$ cat config.mk
export PLATFORM = sky130hd
export DESIGN_NAME = pc_unit_flat
export DESIGN_NICKNAME = d
export VERILOG_FILES = /design/src/rtl/pc_unit_if.sv /design/src/rtl/pc_unit.sv /design/src/flat_wrapper.sv
export SDC_FILE = /design/constraint.sdc
export NUM_CORES = 1
export LEC_CHECK = 0
export CAP_MARGIN = 10
export CELL_PAD_IN_SITES_DETAIL_PLACEMENT = 1
export CELL_PAD_IN_SITES_GLOBAL_PLACEMENT = 2
export CORE_UTILIZATION = 33
export DETAILED_ROUTE_END_ITERATION = 10
export PLACE_DENSITY = 0.9
export SYNTH_ARGS = -nofsm -noshare
export SYNTH_HDL_FRONTEND = slang
export SYNTH_SLANG_ARGS = --single-unit
export TNS_END_PERCENT = 20
$ cat constraint.sdc
create_clock -name CLK -period 3.9 [get_ports CLK]
set_clock_uncertainty 0.2 [all_clocks]
set_input_delay 0.39 -clock CLK [delete_from_list [all_inputs] [get_ports CLK]]
set_output_delay 0.39 -clock CLK [all_outputs]
set_load 0.05 [all_outputs]
$ cat src/rtl/pc_unit_if.sv
// Bus between the PC stage and its surroundings: stall, branch/jump control in, PC values out.
// The control side uses the master modport. The pc_unit uses the slave modport.
interface pc_unit_if #(
    parameter int PC_WIDTH = 32
);
    logic                BUSYWAIT;
    logic                BRANCH;
    logic                ZERO;
    logic                JUMP;
    logic [7:0]          OFFSET;
    logic [PC_WIDTH-1:0] PC;
    logic [PC_WIDTH-1:0] PC_PLUS4;
    logic                REDIRECT_PENDING;

    modport master (
        output BUSYWAIT, BRANCH, ZERO, JUMP, OFFSET,
        input  PC, PC_PLUS4, REDIRECT_PENDING
    );

    modport slave (
        input  BUSYWAIT, BRANCH, ZERO, JUMP, OFFSET,
        output PC, PC_PLUS4, REDIRECT_PENDING
    );
endinterface

$ cat src/rtl/pc_unit.sv
// Program counter with next-PC selection. It holds the PC during memory stalls.
// A branch or jump taken during a stall is latched and applied when the stall ends.
module pc_unit #(
    parameter int                  PC_WIDTH     = 32,
    parameter logic [PC_WIDTH-1:0] RESET_VECTOR = '0
) (
    input  logic    CLK,
    input  logic    RESET,
    pc_unit_if.slave bus
);
    localparam logic [1:0] ST_BOOT = 2'd0;
    localparam logic [1:0] ST_RUN  = 2'd1;
    localparam logic [1:0] ST_HOLD = 2'd2;

    logic [PC_WIDTH-1:0] r_pc;
    logic [PC_WIDTH-1:0] r_pending;
    logic                r_redirect_pending;
    logic [1:0]          r_state;

    logic [PC_WIDTH-1:0] w_pc_plus4;
    logic [PC_WIDTH-1:0] w_offset_ext;
    logic [PC_WIDTH-1:0] w_target;
    logic                w_take;

    logic [PC_WIDTH-1:0] w_pc_next;
    logic [PC_WIDTH-1:0] w_pending_next;
    logic                w_redirect_pending_next;
    logic [1:0]          w_state_next;

    assign w_pc_plus4   = r_pc + PC_WIDTH'(4);
    assign w_offset_ext = {{(PC_WIDTH-8){bus.OFFSET[7]}}, bus.OFFSET};
    // The offset counts words, so it is scaled by 4 with a shift.
    assign w_target     = w_pc_plus4 + {w_offset_ext[PC_WIDTH-3:0], 2'b00};
    assign w_take       = bus.JUMP | (bus.BRANCH & bus.ZERO);

    always_comb begin
        w_pc_next               = r_pc;
        w_pending_next          = r_pending;
        w_redirect_pending_next = r_redirect_pending;
        w_state_next            = r_state;
        case (r_state)
            ST_BOOT: w_state_next = ST_RUN;
            ST_RUN: begin
                if (!bus.BUSYWAIT) begin
                    w_pc_next = w_take ? w_target : w_pc_plus4;
                end else if (w_take) begin
                    w_pending_next          = w_target;
                    w_redirect_pending_next = 1'b1;
                    w_state_next            = ST_HOLD;
                end
            end
            ST_HOLD: begin
                // The latched target wins over whatever take/TARGET shows now.
                if (!bus.BUSYWAIT) begin
                    w_pc_next               = r_pending;
                    w_redirect_pending_next = 1'b0;
                    w_state_next            = ST_RUN;
                end
            end
            default: w_state_next = ST_BOOT;
        endcase
    end

    always_ff @(posedge CLK or negedge RESET) begin
        if (!RESET) begin
            r_pc               <= RESET_VECTOR;
            r_pending          <= '0;
            r_redirect_pending <= 1'b0;
            r_state            <= ST_BOOT;
        end else begin
            r_pc               <= w_pc_next;
            r_pending          <= w_pending_next;
            r_redirect_pending <= w_redirect_pending_next;
            r_state            <= w_state_next;
        end
    end

    assign bus.PC               = r_pc;
    assign bus.PC_PLUS4         = w_pc_plus4;
    assign bus.REDIRECT_PENDING = r_redirect_pending;
endmodule

$ cat src/flat_wrapper.sv
// flat-port wrapper written by rule: the top's interface ports become plain ports
module pc_unit_flat 
#(
    parameter int                  PC_WIDTH     = 32,
    parameter logic [PC_WIDTH-1:0] RESET_VECTOR = '0
)
  (CLK, RESET, bus_BUSYWAIT, bus_BRANCH, bus_ZERO, bus_JUMP, bus_OFFSET, bus_PC, bus_PC_PLUS4, bus_REDIRECT_PENDING);
  pc_unit_if #(.PC_WIDTH(PC_WIDTH)) bus_i ();
  input  logic CLK;
  input  logic RESET;
  input wire logic [$bits(bus_i.BUSYWAIT)-1:0] bus_BUSYWAIT;
  input wire logic [$bits(bus_i.BRANCH)-1:0] bus_BRANCH;
  input wire logic [$bits(bus_i.ZERO)-1:0] bus_ZERO;
  input wire logic [$bits(bus_i.JUMP)-1:0] bus_JUMP;
  input wire logic [$bits(bus_i.OFFSET)-1:0] bus_OFFSET;
  output wire logic [$bits(bus_i.PC)-1:0] bus_PC;
  output wire logic [$bits(bus_i.PC_PLUS4)-1:0] bus_PC_PLUS4;
  output wire logic [$bits(bus_i.REDIRECT_PENDING)-1:0] bus_REDIRECT_PENDING;
  assign bus_i.BUSYWAIT = bus_BUSYWAIT;
  assign bus_i.BRANCH = bus_BRANCH;
  assign bus_i.ZERO = bus_ZERO;
  assign bus_i.JUMP = bus_JUMP;
  assign bus_i.OFFSET = bus_OFFSET;
  assign bus_PC = bus_i.PC;
  assign bus_PC_PLUS4 = bus_i.PC_PLUS4;
  assign bus_REDIRECT_PENDING = bus_i.REDIRECT_PENDING;
  pc_unit #(.PC_WIDTH(PC_WIDTH), .RESET_VECTOR(RESET_VECTOR)) u_core (.CLK(CLK), .RESET(RESET), .bus(bus_i));
endmodule
# [After elaboration in Yosys (flattened, before gate mapping)]
# Cells that the tools add are included.
[totals] ff_bits=67 in_bits=14 out_inout_bits=65
[op_classes] n_addsub=2 eq_ne=6 n_mux=12 n_bitwise=2 n_reduce_logical=6
[op_table] cell="$mux W32" count=3
[op_table] cell="$pmux W32 S2" count=1
[op_table] cell="$add A32 B3 Y32 const B" count=1
[op_table] cell="$add A32 B32 Y32" count=1
[op_table] cell="$reduce_and A3 Y1" count=3
[op_table] cell="$mux W2" count=3
[op_table] cell="$ne A2 B2 Y1 const B" count=3
[op_table] cell="$pmux W2 S3" count=1
[op_table] cell="$reduce_and A4 Y1" count=1
[op_table] cell="$mux W1" count=3
[op_table] cell="$eq A2 B1 Y1 const B" count=1
[op_table] cell="$eq A2 B2 Y1 const B" count=1
[op_table] cell="$logic_not A2 Y1" count=1
[op_table] cell="$ne A2 B1 Y1 const B" count=1
[op_table] cell="$pmux W1 S2" count=1
[op_table] cell="$reduce_bool A2 Y1" count=1
[op_table] cell="$and A1 B1 Y1" count=1
[op_table] cell="$or A1 B1 Y1" count=1

# [Logic depth before layout (Yosys ltp)]
# Gate-level depths: netlist of the first run.
[logic_depth] ltp_word=5 ltp_mapped=15 mapped_depth_nobuf=13

# [Worst setup path before layout of the first run]
# Ideal clock, no wire load.
[synth_path] path_type="register to register" start="register u_core.r_pc[4] (netlist: u_core.bus.PC[4])" end="register u_core.r_pending[30]" t_arrival_ns=4.437 required_time_ns=3.605 setup_slack_ns=-0.833 stages_incl_launch_ff=15 path_buffers=1 period_less_slack_ns=4.733 path_cell_list="dfrtp_1 buf_2 and4_4 nand2_4 or3_4 or3_4 xnor2_1 ha_1 nand2_1 nor2_1 o21ai_0 a21oi_1 o311ai_1 a21boi_0 o31ai_1"
[synth_via] elab_chain_cells=2
[synth_rtl] item="start: declaration" line="pc_unit.sv:15" text="logic [PC_WIDTH-1:0] r_pc;"
[synth_rtl] item="start signal: assignment" line="pc_unit.sv:71" text="r_pc <= w_pc_next;"
[synth_rtl] item="$add A32 B3 Y32" line="pc_unit.sv:30" text="assign w_pc_plus4 = r_pc + PC_WIDTH'(4);"
[synth_rtl] item="via bus_PC_PLUS4[22]" line="flat_wrapper.sv:17" text="output wire logic [$bits(bus_i.PC_PLUS4)-1:0] bus_PC_PLUS4;"
[synth_rtl] item="$add A32 B32 Y32" line="pc_unit.sv:33" text="assign w_target = w_pc_plus4 + {w_offset_ext[PC_WIDTH-3:0], 2'b00};"
[synth_rtl] item="end signal: assignment" line="pc_unit.sv:72" text="r_pending <= w_pending_next;"
[synth_rtl] item="end: declaration" line="pc_unit.sv:16" text="logic [PC_WIDTH-1:0] r_pending;"
# The timed path passes the listed nets, and every way through them passes these cells.
# A chain may end at the register's enable or synchronous reset.

# [Worst setup path in the final report of the first run]
[layout_path] start="register u_core.r_pc[9] (netlist: u_core.bus.PC[9])" end="register u_core.r_pending[29]"
[layout_via] elab_chain_cells=2
[layout_rtl] item="$add A32 B3 Y32" line="pc_unit.sv:30"
[layout_rtl] item="$add A32 B32 Y32" line="pc_unit.sv:33"
# No other way between the ends.

==> results of run 1 <==
-- placed cells by master (no fill, tap or decap), drive strengths merged, types with 4 or more instances in the layout --
master,n
o31ai,5
a2bb2oi,4
and3,7
ha,37
a21o,16
a31oi,8
inv,9
mux2,6
and4,4
or3,8
o311ai,4
xor2,22
nor2,57
a211o,4
or2,5
nand2b,6
o211ai,5
nor3,21
a211oi,7
o22ai,8
dfrtp,67
clkdlybuf4s50,77
and2,6
a221oi,6
clkbuf,12
a21oi,54
o221ai,6
nand4,17
o21a,7
o21ai,58
buf,66
xnor2,26
nand2,126
nand3,23
-- worst register-to-register path: cells and delay by family (launching register included) --
family | cells | cell delay, ns
and+or+nand+nor | 8 | 1.71
AOI/OAI and AO/OA | 3 | 0.57
DFF | 1 | 0.42
adders and majority gates | 1 | 0.38
xor gates and xnor gates | 1 | 0.23
buffers and inverters | 1 | 0.17
-- per-layer routing --
metal,vias to the layer above,GRT usage [%],share of wire (%)
met5,-,0,0
met4,0,10.7,2.8
met3,42,2.72,5.2
met2,191,45.3,47
met1,3166,36.0,45
li1,2840,-,-
-- sequential cells by signal, indices dropped and copies added, names as in the netlist --
name / flops
u_core.bus.PC: 32
u_core.bus.REDIRECT_PENDING: 1
u_core.r_pending: 32
u_core.r_state: 2
-- worst paths after layout --
check	startpoint	to	slack [ns]	cells after the start
worst max-delay path	u_core.bus.PC[9]	u_core.r_pending[29]	0.11	14
worst min-delay path	u_core.r_pending[6]	u_core.r_pending[6]	0.27	2
worst max register to register	u_core.bus.PC[9]	u_core.r_pending[29]	0.11	14
worst min register to register	u_core.r_pending[6]	u_core.r_pending[6]	0.27	2
max in group asynchronous	RESET	u_core.bus.PC[22]	2.03	3
min in group asynchronous	RESET	u_core.r_pending[9]	0.41	2
-- cell families after synthesis --
kind of cell / count (synthesis) / share of synthesized area, %
simple gates: 294 / 24.3
compound gates: 217 / 25.2
flops: 67 / 29.1
buf+inv: 49 / 4.32
xor+xnor: 48 / 7.30
fa+ha+maj: 38 / 8.39
mux: 7 / 1.35
-- cells in the mapped netlist (5+ instances only) --
cell type    n
nand2_1    125
dfrtp_1     67
nor2_1      57
a21oi_1     51
o21ai_0     49
ha_1        37
xnor2_1     26
clkbuf_1    25
nand3_1     23
xor2_1      22
nor3_1      18
nand4_1     16
a21o_1      15
inv_1        9
o21ai_1      9
a31oi_1      8
o22ai_1      8
a211oi_1     7
and3_1       7
o21a_1       7
a221oi_1     6
and2_1       6
buf_4        6
mux2_2       6
nand2b_1     6
o221ai_1     6
or3_1        6
o211ai_1     5
o31ai_1      5
-- layout make-up --
cell class                 count  area [um2]  share of cell area, %
inverter                       9        33.8                  0.429
sequential                    67        1700                   21.6
clock buffer                  12         267                   3.39
multi-input combinational    604        4260                   54.1
timing repair buffer         144        1290                   16.3
clock inverter                 4        47.5                  0.604
tap                          220         275                   3.50
-- where the power goes --
part | switching (W) | internal (W)
clock network | 0.000310 | 0.000545
logic | 0.00355 | 0.00209
registers | 0.000373 | 0.00102
-- stage by stage --
stage	instance area [um2]	power, W
finish	7870	0.00789
global route	7870	0.00832
CTS	7750	0.00776
detailed placement	7410	0.00685
global placement	7410	0.00671
floorplan	6110	0.00490
-- timing repair --
item | 4_1_cts | 5_1_grt
pin swaps | 0 | 4
buffers inserted | 0 | 6
resized for setup | 3 | 21
hold buffers | 1 | 0
endpoints found under the setup margin | 5 | 25
endpoints found under the hold margin | 26 | 0
==> impl_results.md, run 1 <==
* Status: completed
* Count of cell types in the netlist at 80
* Final Hold Fails at 0
* Die H at 134 um
* RSZ-0062 raised after global routing: yes
* Placed Cells at 1037
* Top cell type's share of synthesized area at 29.1%
* Slew of the pin with the lowest slew margin at 0.655 ns
* Critical path arrival at 3.83 ns
* Die area at 18000 um2
* Critical Path Start Type: register
* Gpl congestion at 0.894
* Total global routing overflow at 0
* Filler instances at 2011
* Sequential share of the synthesized area at 29.1%
* Gate Count Post-Synth at 720
* Vias at 6239
* HPWL after DPL at 18200 um
* Clock sink total at 67
* Worst Path Required at 3.94 ns
* Via count of the first global-routing pass at 6553
* Cell Pwr Density at 1000 nW/um2
* Top delay family on crit path: simple AND/OR/NAND/NOR gates
* Synth warn at 0
* Post-layout nets at 887
* Clk slew on worst S/H paths at 0.06 ns
* Slew Limit Fails at 0
* Final setup vio count at 0
* Crit Path Max Fanout at 9
* CP Capture Type: register
* Remaining antenna violation count at 0
* Worst skew pair latency at 0.34 ns
* Period utilisation layout at 97.2%
* Post-layout minimum cycle time at 3.79 ns
* Share of layout cells above drive strength 1 at 21.2%
* CTS tree: yes
* Initial antenna violation count at 0
* Synthesized area at 5760 um2
* # IOs at 79
* Syn nets at 772
* Main area contributors after synthesis: dfrtp_1, nand2_1, ha_1
* DRT iter0 DRCs at 371
* Max-cap violations at 0
* Largest stage delay on the critical path at 0.42 ns
* CP cell instances: nand4_2, or2_4, or3_4, nor3_4, xor2_4, ha_2, and3_1, and2_1, nand2_1, nor2_1, a21oi_1, a31oi_1, buf_4, o31ai_1
* # diodes at 0
* Rel. slew slack at 56.3%
* Worst slack at placement at -0.105 ns
* Worst path slowest cell: dfrtp_2
* Area of the core at 16800 um2
* Drc violations at 0
* Initial Utilization at 34.2%
* Placement Rows at 47
* Die width at 134 um
* Highest Clock Rate at 0.264 GHz
* DR pass1 iterations at 5
* Core Util, Final at 46.8%
* Leak Pwr at 3.28 nW
* Cell taking the most area after synthesis: dfrtp_1
* WP buf/inv at 1
* Clk root buf: clkbuf_16
* Area grow syn2layout at 36.7%
* # port buffers at 78
* Clock H-tree levels at 3
* GRT Util Overall at 27.1%
* Post-DR wirelength/cell at 22.4 um
* Bufs on Longest Clock Path at 2
* Yosys reg bits at 67
* Largest net degree at the start of global routing at 42
* CTS buffer count at 9
* Setup TNS at 0 ns
* DRT Wirelength at 23700 um
* FFs w/ async S/R, synth at 100%
* Post-synth EDFFs at 0
* Peak VDD IR at 0.456 mV
* DR vias/cell at 5.89
* Non-filler cells, final at 1060
* Syn_area_per_cell at 8.00 um2
* Hold_ws at 0.273 ns
* First-pass GRT wire length at 37100 um
* Worst min path class: reg -> reg
* Final worst slack at 0.109 ns
* Critical path type: reg -> reg
* Top FF cell, synth: dfrtp_1
No activity file was read; power rests on OpenSTA's default activity.
==> inputs of run 2 (changes only) <==
--- a/config.mk
+++ b/config.mk
@@ -5,10 +5,11 @@
 export SDC_FILE = /design/constraint.sdc
 export NUM_CORES = 1
 export LEC_CHECK = 0
+export ABC_AREA = 1
 export CAP_MARGIN = 10
 export CELL_PAD_IN_SITES_DETAIL_PLACEMENT = 1
 export CELL_PAD_IN_SITES_GLOBAL_PLACEMENT = 2
-export CORE_UTILIZATION = 33
+export CORE_UTILIZATION = 30
 export DETAILED_ROUTE_END_ITERATION = 10
 export PLACE_DENSITY = 0.9
 export SYNTH_ARGS = -nofsm -noshare
==> run 2 against run 1 <==
  * Global-route usage fell by 4.0 points
  * Synthesized cell count rose by 34%
  * Cell area fell by 4.1%
  * Largest cell class unchanged
  * Maximum frequency rose by 3.7%
  * Cell count rose by 25%
  * Area after synthesis rose by 5.0%
==> impl_results.md, run 2 <==
* Final setup vio count at 0 (unchanged)
* Highest Clock Rate at 0.273 GHz (+3.7%)
* Remaining antenna violation count at 0 (unchanged)
* Gpl congestion at 0.839 (-6.2%)
* Status: completed
* Bufs on Longest Clock Path at 2 (unchanged)
* First-pass GRT wire length at 36100 um (-2.9%)
* Leak Pwr at 3.92 nW (+19%)
* Via count of the first global-routing pass at 6454 (-1.5%)
* Switching Fraction at 56.4% (+2.8 points)
* # diodes at 0 (unchanged)
* Most frequent cell after synthesis: nand2_1
* Clock H-tree levels at 3 (unchanged)
* CTS buffer count at 9 (unchanged)
* DR vias/cell at 4.90 (-17%)
* Cell taking the most area after synthesis: dfrtp_1
* DRT Wirelength at 23000 um (-2.9%)
* Critical path type: reg -> reg
* Vias at 6481 (+3.9%)
* Postcts setup bufs at 0 (unchanged)
* Area grow syn2layout at 24.8%
* Placement Rows at 51 (+8.5%)
* Die area at 20700 um2 (+15%)
* Die H at 144 um (+7.3%)
* Critical Path Start Type: register
* Die width at 144 um (+7.3%)
* Share of layout cells above drive strength 1 at 5.96% (-15 points)
* Synth warn at 0 (unchanged)
* Cell Pwr Density at 979 nW/um2 (-2.3%)
* Syn_area_per_cell at 6.25 um2 (-22%)
* Most used routing layer: met2
* FF/Latch Area at 1680 um2 (-1.3%)
* Yosys reg bits at 67 (unchanged)
* Count of cell types in the netlist at 37 (-54%)
* Setup TNS at 0 ns (unchanged)
* Footprint of the multi-input gates at 3750 um2 (-12%)
* Worst skew pair latency at 0.34 ns (about the same)
* Gate Count Post-Synth at 967 (+34%)
* FFs w/ async S/R, synth at 100% (unchanged)
* Global-route met1 utilization at 34.2% (-1.8 points)
* Drc violations at 0 (unchanged)
* Clk pwr share at 12.3% (+1.5 points)
* Sw power at 0.00417 W (-1.5%)
* GRT Util Overall at 23.2% (-4.0 points)
* Most frequent cells in the layout: nand2_1, inv_1, nor2_1, clkdlybuf4s50_1, nand3_1
* Met2 track demand over resource at 35.8% (-9.5 points)
* Reg power frac at 17.9% (+0.2 points)
* Clock sink total at 67 (unchanged)
* Met3 track demand over resource at 1.93% (-0.79 points)
* Post-DR wirelength/cell at 17.4 um (-22%)
* Synthesized area at 6040 um2 (+5.0%)
* Peak VDD IR at 0.300 mV (-34%)
* DR pass1 iterations at 4 (-1)
* Post-layout nets at 1104 (+24%)
* Rel. slew slack at 56.0% (-0.32 points)
* Clk root buf: clkbuf_16
* Top FF cell, synth: dfrtp_1
* Initial antenna violation count at 0 (unchanged)
* Max-cap violations at 0 (unchanged)
* CTS tree: yes
* Initial Utilization at 30.8% (-3.4 points)
* HPWL after DPL at 18300 um (+0.44%)
* Crit Path Max Fanout at 6 (-3)
* CP cell instances: ha_1, nand2_2, nor2_2, xor2_1, ha_1, a21oi_1, nand2_1, a21oi_1, nand2_1, nand2_1, nand2_1, xor2_1, nand2_1, nand2_1, nand2_1, nand2_1
* Clk slew on worst S/H paths at 0.06 ns (about the same)
* RSZ-0062 raised after global routing: no
* Sequential share of the synthesized area at 27.7% (-1.4 points)
* Syn nets at 1019 (+32%)
* # port buffers at 78 (unchanged)
* CP Capture Type: register
* Total global routing overflow at 0 (unchanged)
* Slew Limit Fails at 0 (unchanged)
* Worst path slowest cell: xor2_1
* Slew of the pin with the lowest slew margin at 0.656 ns (+0.000783 ns)
* Comb pwr share at 69.8% (-1.7 points)
* Worst min path class: in -> async
* Largest net degree at the start of global routing at 47 (+12%)
* Critical path arrival at 3.73 ns (-0.10 ns)
* Post-synth EDFFs at 0 (unchanged)
* DRT iter0 DRCs at 360 (-3.0%)
* Largest stage delay on the critical path at 0.53 ns (+0.11 ns)
* Commonest non-fill, non-tap cell in the layout: nand2_1
* Worst Path Required at 3.98 ns (+0.04 ns)
* Final Hold Fails at 0 (unchanged)
* Synth top cells by count: nand2_1, inv_1, nor2_1
* # IOs at 79 (unchanged)
* Cell-internal power at 0.00322 W (-12%)
* Top cell type's share of synthesized area at 27.7% (-1.4 points)
* Area of the core at 19600 um2 (+16%)
* Period utilisation layout at 93.8% (-3.4 points)
* Top cell by count, worst path: nand2_1
* Main area contributors after synthesis: dfrtp_1, nand2_1, ha_1
* Filler instances at 2601 (+29%)
* Placed inst area at 7200 um2 (-2.9%)
* Post-layout minimum cycle time at 3.66 ns (-0.134 ns)
* Fin area at 7540 um2 (-4.1%)
[run 2: cell count changes in the layout (fill, tap and decap cells not counted), moves of 11 or more]
| cell | delta |
|---|---|
| nand2_1 | +224 |
| nor2_1 | +28 |
| nand3_1 | +49 |
| inv_1 | +114 |
| xor2_1 | +11 |
| dfrtp_2 | -18 |
| dfrtp_1 | +18 |
| buf_4 | -41 |
[run 2: metrics by stage]
stage          instances  hold WS (ns)  total power (W)  utilization [%]  setup WS (ns)
2_1_floorplan        967        -0.106          0.00471                -         0.0342
3_3_place_gp        1305        0.0573          0.00634             36.8          0.424
3_5_place_dp        1305        0.0610          0.00643             36.8          0.327
4_1_cts             1322         0.234          0.00738             38.5          0.273
5_1_grt             1322         0.245          0.00791             38.5         0.0310
6_report            1322         0.238          0.00738             38.5          0.243
[run 2: cells by family after synthesis]
family / share of synthesized area [%]
buf+inv: 10.5
xor+xnor: 5.07
fa+ha+maj: 7.99
simple gates: 37.7
compound gates: 11.0
flops: 27.7
[run 2: layout make-up]
type	instances	share of cell area, %
repair buffers	103	13.0
inverters	126	6.27
well taps	265	4.40
clock buffers	10	3.17
flip-flops and latches	67	22.2
multi-input cells	745	49.8
clock inverters	6	1.18
[run 2: worst paths after layout]
kind	slack, ns	depth (start not counted)	endpoint	start
min reg2reg	0.27	2	u_core.r_pending[3]	u_core.r_pending[3]
max reg2reg	0.24	16	u_core.bus.PC[23]	u_core.bus.PC[3]
min	0.24	2	u_core.r_pending[6]	RESET
max	0.24	16	u_core.bus.PC[23]	u_core.bus.PC[3]
min in group CLK	0.27	2	u_core.r_pending[3]	u_core.r_pending[3]
max in group asynchronous	2.40	3	u_core.bus.PC[26]	RESET
[run 2: timing repair]
item / 4_1_cts / 5_1_grt
setup endpoints to repair: 0 / 1
gates resized for setup: 0 / 1
hold endpoints to repair: 6 / 0
hold buffers: 1 / 0
[run 2: critical path, delay by kind of cell, from the launching register on]
| kind | cells | cell delay [ns] |
|---|---|---|
| and+or+nand+nor | 10 | 1.12 |
| adders and majority gates | 2 | 0.66 |
| xor gates and xnor gates | 2 | 0.78 |
| AOI/OAI and AO/OA | 2 | 0.36 |
| DFF | 1 | 0.46 |
[run 2: power by group through the flow]
stage	sequential, W	clock, W	combinational, W
global route	0.00137	0.000945	0.00560
CTS	0.00132	0.000917	0.00515
floorplan	0.00178	0	0.00293
finish	0.00132	0.000908	0.00516
global placement	0.00130	0	0.00504
detailed placement	0.00133	0	0.00510
[run 2: per-layer routing]
| layer | routed length (um) | up-vias |
|---|---|---|
| li1 | - | 3226 |
| met5 | 0 | - |
| met3 | 652 | 17 |
| met2 | 10400 | 107 |
| met1 | 11700 | 3131 |
| met4 | 312 | 0 |
